===== config.mk =====
export PLATFORM = sky130hd
export DESIGN_NAME = seq_signed_divider
export DESIGN_NICKNAME = d
export VERILOG_FILES = /design/src/rtl/arith_div_pkg.sv /design/src/rtl/div_step.sv /design/src/rtl/seq_signed_divider.sv
export SDC_FILE = /design/constraint.sdc
export NUM_CORES = 1
export LEC_CHECK = 0
export BUFFER_PORTS_ARGS = -buffer_cell sky130_fd_sc_hd__buf_2
export CAP_MARGIN = 20
export CORE_AREA = 2 2 91 93
export DETAILED_ROUTE_END_ITERATION = 8
export DIE_AREA = 0 0 93 95
export GPL_ROUTABILITY_DRIVEN = 0
export SLEW_MARGIN = 10
export SYNTH_ARGS = -nofsm -noshare
export SYNTH_HDL_FRONTEND = slang
export SYNTH_HIERARCHICAL = 1
export SYNTH_SLANG_ARGS = --single-unit

===== constraint.sdc =====
create_clock -name clk -period 2.9 [get_ports clk]
set_clock_uncertainty 0.15 [all_clocks]
set_input_delay 0.87 -clock clk [delete_from_list [all_inputs] [get_ports clk]]
set_output_delay 0.87 -clock clk [all_outputs]
set_load 0.02 [all_outputs]

===== src/rtl/arith_div_pkg.sv =====
// Shared types and helpers for the sequential signed divider and its step cell.
// The FSM encoding and the two's-complement magnitude helper live here.
package arith_div_pkg;

   typedef enum logic [1:0] {
      IDLE,
      CALC,
      FIX,
      DONE
   } div_state_t;

   // Magnitude of a width-bit two's complement value held in the low bits.
   // The most negative value maps to 2^(width-1), which fits as unsigned.
   function automatic logic [31:0] abs_mag(input logic [31:0] value, input int width);
      logic [31:0] mask;
      logic [31:0] v;
      logic [31:0] sgn;
      mask = (32'h1 << width) - 32'h1;
      v    = value & mask;
      sgn  = value >> (width - 1);
      if (sgn[0])
         abs_mag = (~v + 32'h1) & mask;
      else
         abs_mag = v;
   endfunction

endpackage


===== src/rtl/div_step.sv =====
// One restoring-division step: shift {rem,quo} left, trial-subtract the
// divisor magnitude, keep the difference or restore, and shift in the quotient bit.
module div_step #(
   parameter int DW = 8,
   parameter int VW = 4
) (
   input  logic [VW-1:0] rem_in,
   input  logic [DW-1:0] quo_in,
   input  logic [VW:0]   dmag,
   output logic [VW-1:0] rem_out,
   output logic [DW-1:0] quo_out
);

   logic [VW:0]   shifted;
   logic [VW+1:0] diff;
   logic          borrow;

   always_comb begin
      shifted = {rem_in, quo_in[DW-1]};
      diff    = {1'b0, shifted} - {1'b0, dmag};
      // A trial that goes negative or would not fit back into VW bits is rejected.
      borrow  = diff[VW+1] | diff[VW];
      rem_out = borrow ? shifted[VW-1:0] : diff[VW-1:0];
      quo_out = {quo_in[DW-2:0], ~borrow};
   end

endmodule


===== src/rtl/seq_signed_divider.sv =====
// Multi-cycle signed restoring divider, one quotient bit per clock, with
// valid/ready handshakes on both operand and result sides.
module seq_signed_divider
   import arith_div_pkg::*;
#(
   parameter int DW = 8,
   parameter int VW = 4
) (
   input  logic          clk,
   input  logic          rst,
   input  logic          in_valid,
   output logic          in_ready,
   input  logic [DW-1:0] dividend,
   input  logic [VW-1:0] divisor,
   output logic          out_valid,
   input  logic          out_ready,
   output logic [DW-1:0] quotient,
   output logic [VW-1:0] remainder,
   output logic          div_by_zero,
   output logic          overflow
);

   localparam int CNT_W = $clog2(DW);

   div_state_t        state_reg, state_next;
   logic [CNT_W-1:0]  cnt_reg;
   logic [VW-1:0]     rem_reg;
   logic [DW-1:0]     quo_reg;
   logic [VW:0]       dmag_reg;
   logic              dvd_neg_reg, dvs_neg_reg, ovf_case_reg;
   logic [DW-1:0]     quotient_reg;
   logic [VW-1:0]     remainder_reg;
   logic              dbz_reg, ovf_reg;

   logic [DW-1:0]     dvd_mag;
   logic [VW:0]       dvs_mag;
   logic              divisor_zero, ovf_case;
   logic [VW-1:0]     step_rem;
   logic [DW-1:0]     step_quo;

   always_comb begin
      dvd_mag      = DW'(abs_mag(32'(dividend), DW));
      dvs_mag      = (VW+1)'(abs_mag(32'(divisor), VW));
      divisor_zero = (divisor == '0);
      ovf_case     = (dividend == {1'b1, {(DW-1){1'b0}}}) && (divisor == '1);
   end

   div_step #(.DW(DW), .VW(VW)) u_step (
      .rem_in  (rem_reg),
      .quo_in  (quo_reg),
      .dmag    (dmag_reg),
      .rem_out (step_rem),
      .quo_out (step_quo)
   );

   always_ff @(posedge clk or posedge rst) begin
      if (rst)
         state_reg <= IDLE;
      else
         state_reg <= state_next;
   end

   always_comb begin
      state_next = state_reg;
      case (state_reg)
         IDLE: if (in_valid) state_next = divisor_zero ? DONE : CALC;
         CALC: if (cnt_reg == '0) state_next = FIX;
         FIX:  state_next = DONE;
         DONE: if (out_ready) state_next = IDLE;
         default: state_next = IDLE;
      endcase
   end

   always_comb begin
      in_ready    = (state_reg == IDLE);
      out_valid   = (state_reg == DONE);
      quotient    = quotient_reg;
      remainder   = remainder_reg;
      div_by_zero = dbz_reg;
      overflow    = ovf_reg;
   end

   always_ff @(posedge clk or posedge rst) begin
      if (rst) begin
         cnt_reg       <= '0;
         rem_reg       <= '0;
         quo_reg       <= '0;
         dmag_reg      <= '0;
         dvd_neg_reg   <= 1'b0;
         dvs_neg_reg   <= 1'b0;
         ovf_case_reg  <= 1'b0;
         quotient_reg  <= '0;
         remainder_reg <= '0;
         dbz_reg       <= 1'b0;
         ovf_reg       <= 1'b0;
      end else begin
         case (state_reg)
            IDLE: if (in_valid) begin
               rem_reg      <= '0;
               quo_reg      <= dvd_mag;
               dmag_reg     <= dvs_mag;
               dvd_neg_reg  <= dividend[DW-1];
               dvs_neg_reg  <= divisor[VW-1];
               ovf_case_reg <= ovf_case;
               cnt_reg      <= CNT_W'(DW - 1);
               dbz_reg      <= divisor_zero;
               ovf_reg      <= 1'b0;
               if (divisor_zero) begin
                  quotient_reg  <= '1;
                  remainder_reg <= '0;
               end
            end
            CALC: begin
               rem_reg <= step_rem;
               quo_reg <= step_quo;
               if (cnt_reg != '0)
                  cnt_reg <= cnt_reg - 1'b1;
            end
            // Most-negative / -1 wraps naturally: the magnitude 2^(DW-1) reads back as itself.
            FIX: begin
               quotient_reg  <= (dvd_neg_reg ^ dvs_neg_reg) ? -quo_reg : quo_reg;
               remainder_reg <= dvd_neg_reg ? -rem_reg : rem_reg;
               ovf_reg       <= ovf_case_reg;
            end
            default: ;
         endcase
      end
   end

endmodule


==> results of run 1 <==
==> worst min path at each step <==
stage | endpoint | slack (ps) | depth (start not counted)
final | div_by_zero$_DFFE_PP0P_ | 330 | 1
after global routing | div_by_zero$_DFFE_PP0P_ | 350 | 1
after CTS | div_by_zero$_DFFE_PP0P_ | 340 | 1
after detailed placement | div_by_zero$_DFFE_PP0P_ | 320 | 1
after global placement | div_by_zero$_DFFE_PP0P_ | 310 | 1
after floorplan | ovf_case_reg$_DFFE_PP0P_ | 290 | 2
==> synth_stat cells (4+ instances only) <==
cell type / instances / area share
xor2_1: 4 / 0.014
o21ai_0: 21 / 0.043
clkbuf_1: 6 / 0.0091
nand2_1: 19 / 0.029
ha_1: 16 / 0.081
nor2b_1: 4 / 0.010
buf_4: 9 / 0.027
nand3_1: 9 / 0.018
nor2_1: 18 / 0.027
inv_1: 28 / 0.043
nor3_1: 5 / 0.010
xnor2_1: 12 / 0.043
a21oi_1: 19 / 0.039
o22ai_1: 7 / 0.018
dfrtp_1: 38 / 0.39
a31oi_1: 5 / 0.013
mux2i_1: 4 / 0.016
==> critical path, cell delays in order, from the launching register on <==
cell	delay, ps
dfrtp_1	390
inv_1	70
ha_1	230
fa_1	410
and2b_1	300
o211ai_1	150
o221ai_4	290
mux2_4	320
a22o_1	190
==> layout by cell type (no fill, tap or decap), types with 2 or more instances in the layout <==
master,instances
mux2_2,2
nand2b_1,3
nor3_1,5
buf_4,2
or3_1,3
o31ai_1,3
dfrtp_1,38
mux2i_1,4
nor2_1,18
or3b_1,2
inv_1,28
ha_1,16
a21oi_1,19
nand3b_1,2
o22ai_1,7
nor2b_1,4
clkbuf_8,6
nand3_1,9
nand2_1,19
a22oi_1,3
a31oi_1,5
xor2_1,4
buf_2,31
xnor2_1,12
a21o_1,2
a22o_1,2
o21ai_0,21
==> through the flow <==
stage / setup slack, ps / hold slack (ps) / cell area (sq um) / util
after floorplan: 452 / 294 / 2470 / -
after global placement: 341 / 313 / 2680 / 0.338
after detailed placement: 287 / 318 / 2680 / 0.338
after CTS: 279 / 337 / 2770 / 0.350
after global routing: 163 / 352 / 2770 / 0.350
final: 284 / 331 / 2770 / 0.350
==> area by class of cell <==
cell class,count,area [sq um]
clock buffer,7,86.3
clock inverter,1,5.00
fill,846,5150
inverter,28,105
multi-input combinational,190,1310
sequential,38,951
tap,105,131
timing repair buffer,34,190
==> logic make-up (layout without fill, tap and decap cells) <==
| kind of cell | Yosys count | after routing | synth area share |
|---|---|---|---|
| adders and majority gates | 17 | 17 | 0.0892 |
| AOI/OAI and AO/OA | 77 | 77 | 0.203 |
| buffers and inverters | 45 | 70 | 0.0857 |
| xor gates and xnor gates | 16 | 16 | 0.0568 |
| muxes | 7 | 7 | 0.0314 |
| other | 1 | 1 | 0.00152 |
| and+or+nand+nor | 72 | 72 | 0.147 |
| DFF | 38 | 38 | 0.385 |
==> power by group <==
group	internal (mW)	switching, mW	total, mW
combinational	0.666	0.932	1.60
sequential	0.722	0.173	0.895
clock	0.192	0.184	0.376
total	1.58	1.29	2.87
==> per-layer routing <==
metal / global-route usage / part of all wire
met3: 0.0287 / 0.041
met2: 0.216 / 0.44
met1: 0.175 / 0.51
met5: 0 / 0
met4: 0.0294 / 0.0095
==> reports/qor.txt, run 1 <==
Total CTS buffers -> 5
Share of post-route cells with drive strength above 1 -> 0.164
TNS Setup -> 0 ps
Worst Hold Launch -> div_by_zero$_DFFE_PP0P_
Setup crit end -> rem_reg[2]$_DFFE_PP0P_
Worst Tran Pin Value -> 688 ps
Placed cells -> 395
Reg-to-reg endpoint -> rem_reg[2]$_DFFE_PP0P_
#FFs+latches synth -> 38
DRT Pass-1 Iters -> 4
Cell variety after synth -> 53
EDFF count, synth -> 0
Power Density -> 1030 mW/mm^2
Post-Syn Instances -> 273
CTS tree -> yes
Most used DFF post-synth -> dfrtp_1
FF-to-FF path depth -> 8
Max cap viols -> 0
Root Buffer -> clkbuf_8
Placed wire-length estimate -> 3990 um
RSZ-0062 raised after global routing -> false
Register-to-register setup slack -> 280 ps
DR iter-0 viols -> 116
Ys async rst share -> 1.00
Starting Density -> 0.311
Non-filler instance count after layout -> 403
I/O Buffers -> 31
Type of the worst setup path -> reg2reg
Worst-Skew Late Latency -> 290 ps
Worst slew margin -> 0.537
Clock Pin Slew Worst Setup and Hold Paths -> 70 ps
Final hold violations -> 0
Power, Total -> 2.87 mW
CP Launch Point -> quo_reg[7]$_DFFE_PP0P_
DR DRC count -> 0
WP data required -> 2930 ps
Highest Clock Rate -> 382 MHz
Synthesized Nets -> 306
Total Wirelength -> 5180 um
Final setup violation count -> 0
Setup crit end kind -> register
Period utilisation layout -> 0.902
Core Area -> 0.00793 sq mm
Status -> finished, final reports clean
Hold WC Path Type -> reg2reg
Synthesized area per cell -> 9.04 sq um
Nets -> 330
ANT nets after route -> 0
Worst r2r src -> quo_reg[7]$_DFFE_PP0P_
Vias in the first global route -> 1933
Crit path DAT -> 2650 ps
Post-CTS setup buffer count -> 0
Die ar. -> 0.00884 sq mm
H-tree depth -> 2
First-pass GRT wire length -> 9160 um
Layout area overhead -> 12.4%
Min Tclk post-route -> 2620 ps
Overflow after GRT -> 0
Vias/cell -> 4.87
CP Launch Type -> register
# IOs -> 32
Peak VDD IR -> 0.608 mV
Sequential share of the synthesized area -> 0.385
CTS max path bufs -> 2
Gates resized, CTS repair -> 0
Rows -> 33
Initial antenna violation count -> 0
Post-CTS Hold Buffers -> 0
Total number of vias -> 1962
Clk sinks -> 38
Yosys warns -> 6
Die Ht -> 95 um
Pleak -> 1.24 nW
Post-Syn Area -> 0.00247 sq mm
Crit path max fanout -> 5
Global-route usage over all layers -> 0.130
DR WL/cell -> 12.9 um
Slew Limit Fails -> 0
Die Wd -> 93 um
Largest net degree at the start of global routing -> 39
Ant. Diodes -> 0
(Power assumes the default switching activity.)
==> run 2: changes to the inputs <==
--- a/config.mk
+++ b/config.mk
@@ -5,11 +5,12 @@
 export SDC_FILE = /design/constraint.sdc
 export NUM_CORES = 1
 export LEC_CHECK = 0
+export ABC_AREA = 0
 export BUFFER_PORTS_ARGS = -buffer_cell sky130_fd_sc_hd__buf_2
 export CAP_MARGIN = 20
-export CORE_AREA = 2 2 91 93
+export CORE_AREA = 2 2 79 81
 export DETAILED_ROUTE_END_ITERATION = 8
-export DIE_AREA = 0 0 93 95
+export DIE_AREA = 0 0 81 83
 export GPL_ROUTABILITY_DRIVEN = 0
 export SLEW_MARGIN = 10
 export SYNTH_ARGS = -nofsm -noshare
==> reports/qor.txt, run 2 (same netlist as run 1, synthesis figures left out) <==
WP data required -> 2940 ps
H-tree depth -> 2
Crit path max fanout -> 5
TNS Setup -> 0 ps
Ant. Diodes -> 0
First-pass GRT wire length -> 8940 um
Vias/cell -> 5.18
DR DRC count -> 0
Worst slew margin -> 0.510
Final setup violation count -> 0
Die Wd -> 81 um
Highest Clock Rate -> 384 MHz
Buf/Inv on CP -> 1
Share of post-route cells with drive strength above 1 -> 0.171
Worst path top cell family by delay -> compound AO/OA/AOI/OAI gates
Final hold violations -> 0
Period utilisation layout -> 0.898
Peak VDD IR -> 0.519 mV
Clk sinks -> 38
Total CTS buffers -> 5
Post-CTS Hold Buffers -> 0
Layout area overhead -> 12.1%
Global-route usage over all layers -> 0.168
Clock Pin Slew Worst Setup and Hold Paths -> 80 ps
Worst-Skew Late Latency -> 300 ps
Crit path DAT -> 2640 ps
Core Area -> 0.00582 sq mm
CTS tree -> yes
Min Tclk post-route -> 2610 ps
Slew Limit Fails -> 0
Crit-path cells -> inv_1 > ha_1 > fa_1 > and2b_1 > o211ai_1 > o221ai_4 > mux2_4 > a22o_1
CTS max path bufs -> 2
Hold_ws -> 329 ps
Largest net degree at the start of global routing -> 39
ANT nets after route -> 0
Initial antenna violation count -> 0
Placed wire-length estimate -> 3830 um
Worst Tran Pin Value -> 727 ps
I/O Buffers -> 31
Root Buffer -> clkbuf_8
Hold WC Path Type -> reg2reg
Vias in the first global route -> 1914
DR iter-0 viols -> 110
Starting Density -> 0.424
Sequential cell area -> 951 sq um
# IOs -> 32
Overflow after GRT -> 0
Max cap viols -> 0
CP max-delay cell -> dfrtp_1
DRT Pass-1 Iters -> 4
Total number of vias -> 1938
RSZ-0062 raised after global routing -> false
DR WL/cell -> 13.5 um
Power, Total -> 2.94 mW
Setup crit end kind -> register
Placed cells -> 366
Rows -> 28
Type of the worst setup path -> reg2reg
Commonest non-fill, non-tap cell in the layout -> dfrtp_1
Area of the multi-input gates -> 0.00131 sq mm
Total Wirelength -> 5030 um
Non-filler instance count after layout -> 374
Die ar. -> 0.00672 sq mm
Power Density -> 1060 mW/mm^2
Most frequent cells in the layout -> 38 x dfrtp_1, 31 x buf_2, 28 x inv_1
Die Ht -> 83 um
Status -> finished, final reports clean
CP Launch Type -> register
Gates resized, CTS repair -> 0
Post-CTS setup buffer count -> 0
Nets -> 331
Crit-path max cell delay -> 400 ps
FILL cells -> 580
Pleak -> 1.24 nW
==> run 2: cell types whose count changed in the layout (fill, tap and decap cells not counted) <==
cell	previous run	this run
buf_4	2	3
clkinvlp_4	0	2
clkbuf_1	1	0
clkbuf_8	6	5
clkinv_2	1	0
bufinv_16	0	1
==> run 2: layout make-up <==
cell class	instances	share of cell area
multi-input cells	190	0.472
flip-flops and latches	38	0.344
repair buffers	35	0.0715
inverters	28	0.0380
well taps	75	0.0339
clock buffers	5	0.0249
clock inverters	3	0.0163
==> run 2: report_power, final <==
part,switching [mW],leakage (nW),internal [mW]
Clock,0.207,0.0504,0.256
Sequential,0.169,0.448,0.722
Combinational,0.917,0.744,0.669
Total,1.29,1.24,1.65
==> run 2: metrics by stage <==
stage / utilization / setup WS, ps / instance area, sq um
finish: 0.476 / 294 / 2770
global route: 0.476 / 180 / 2770
CTS: 0.476 / 287 / 2770
detailed placement: 0.456 / 272 / 2650
global placement: 0.456 / 326 / 2650
floorplan: - / 452 / 2470
==> run 2: path summary, 6_finish.rpt <==
| path | slack (ps) | endpoint | cells past startpoint | from |
|---|---|---|---|---|
| worst max register to register | 290 | rem_reg[2]$_DFFE_PP0P_ | 8 | quo_reg[7]$_DFFE_PP0P_ |
| worst min register to register | 330 | div_by_zero$_DFFE_PP0P_ | 1 | div_by_zero$_DFFE_PP0P_ |
| worst max-delay path | 290 | rem_reg[2]$_DFFE_PP0P_ | 8 | quo_reg[7]$_DFFE_PP0P_ |
| min in group asynchronous | 520 | quotient[6]$_DFFE_PP0P_ | 3 | rst |
| worst min-delay path | 330 | div_by_zero$_DFFE_PP0P_ | 1 | div_by_zero$_DFFE_PP0P_ |
| max in group asynchronous | 1720 | div_by_zero$_DFFE_PP0P_ | 3 | rst |
==> run 2: routing by layer <==
layer  vias to the layer above  GRT usage  share of wire
met2                        40      0.258           0.46
met4                         0     0.0555         0.0044
li1                        994          -              -
met3                         2     0.0370          0.047
met1                       902      0.232           0.49
met5                         -          0              0
==> run 2: worst reg2reg max path, delay by kind of cell (launching register included) <==
family,cells,cell delay (ps)
simple gates,1,300
flops,1,400
compound gates,3,640
mux,1,320
buf+inv,1,70
fa+ha+maj,2,630
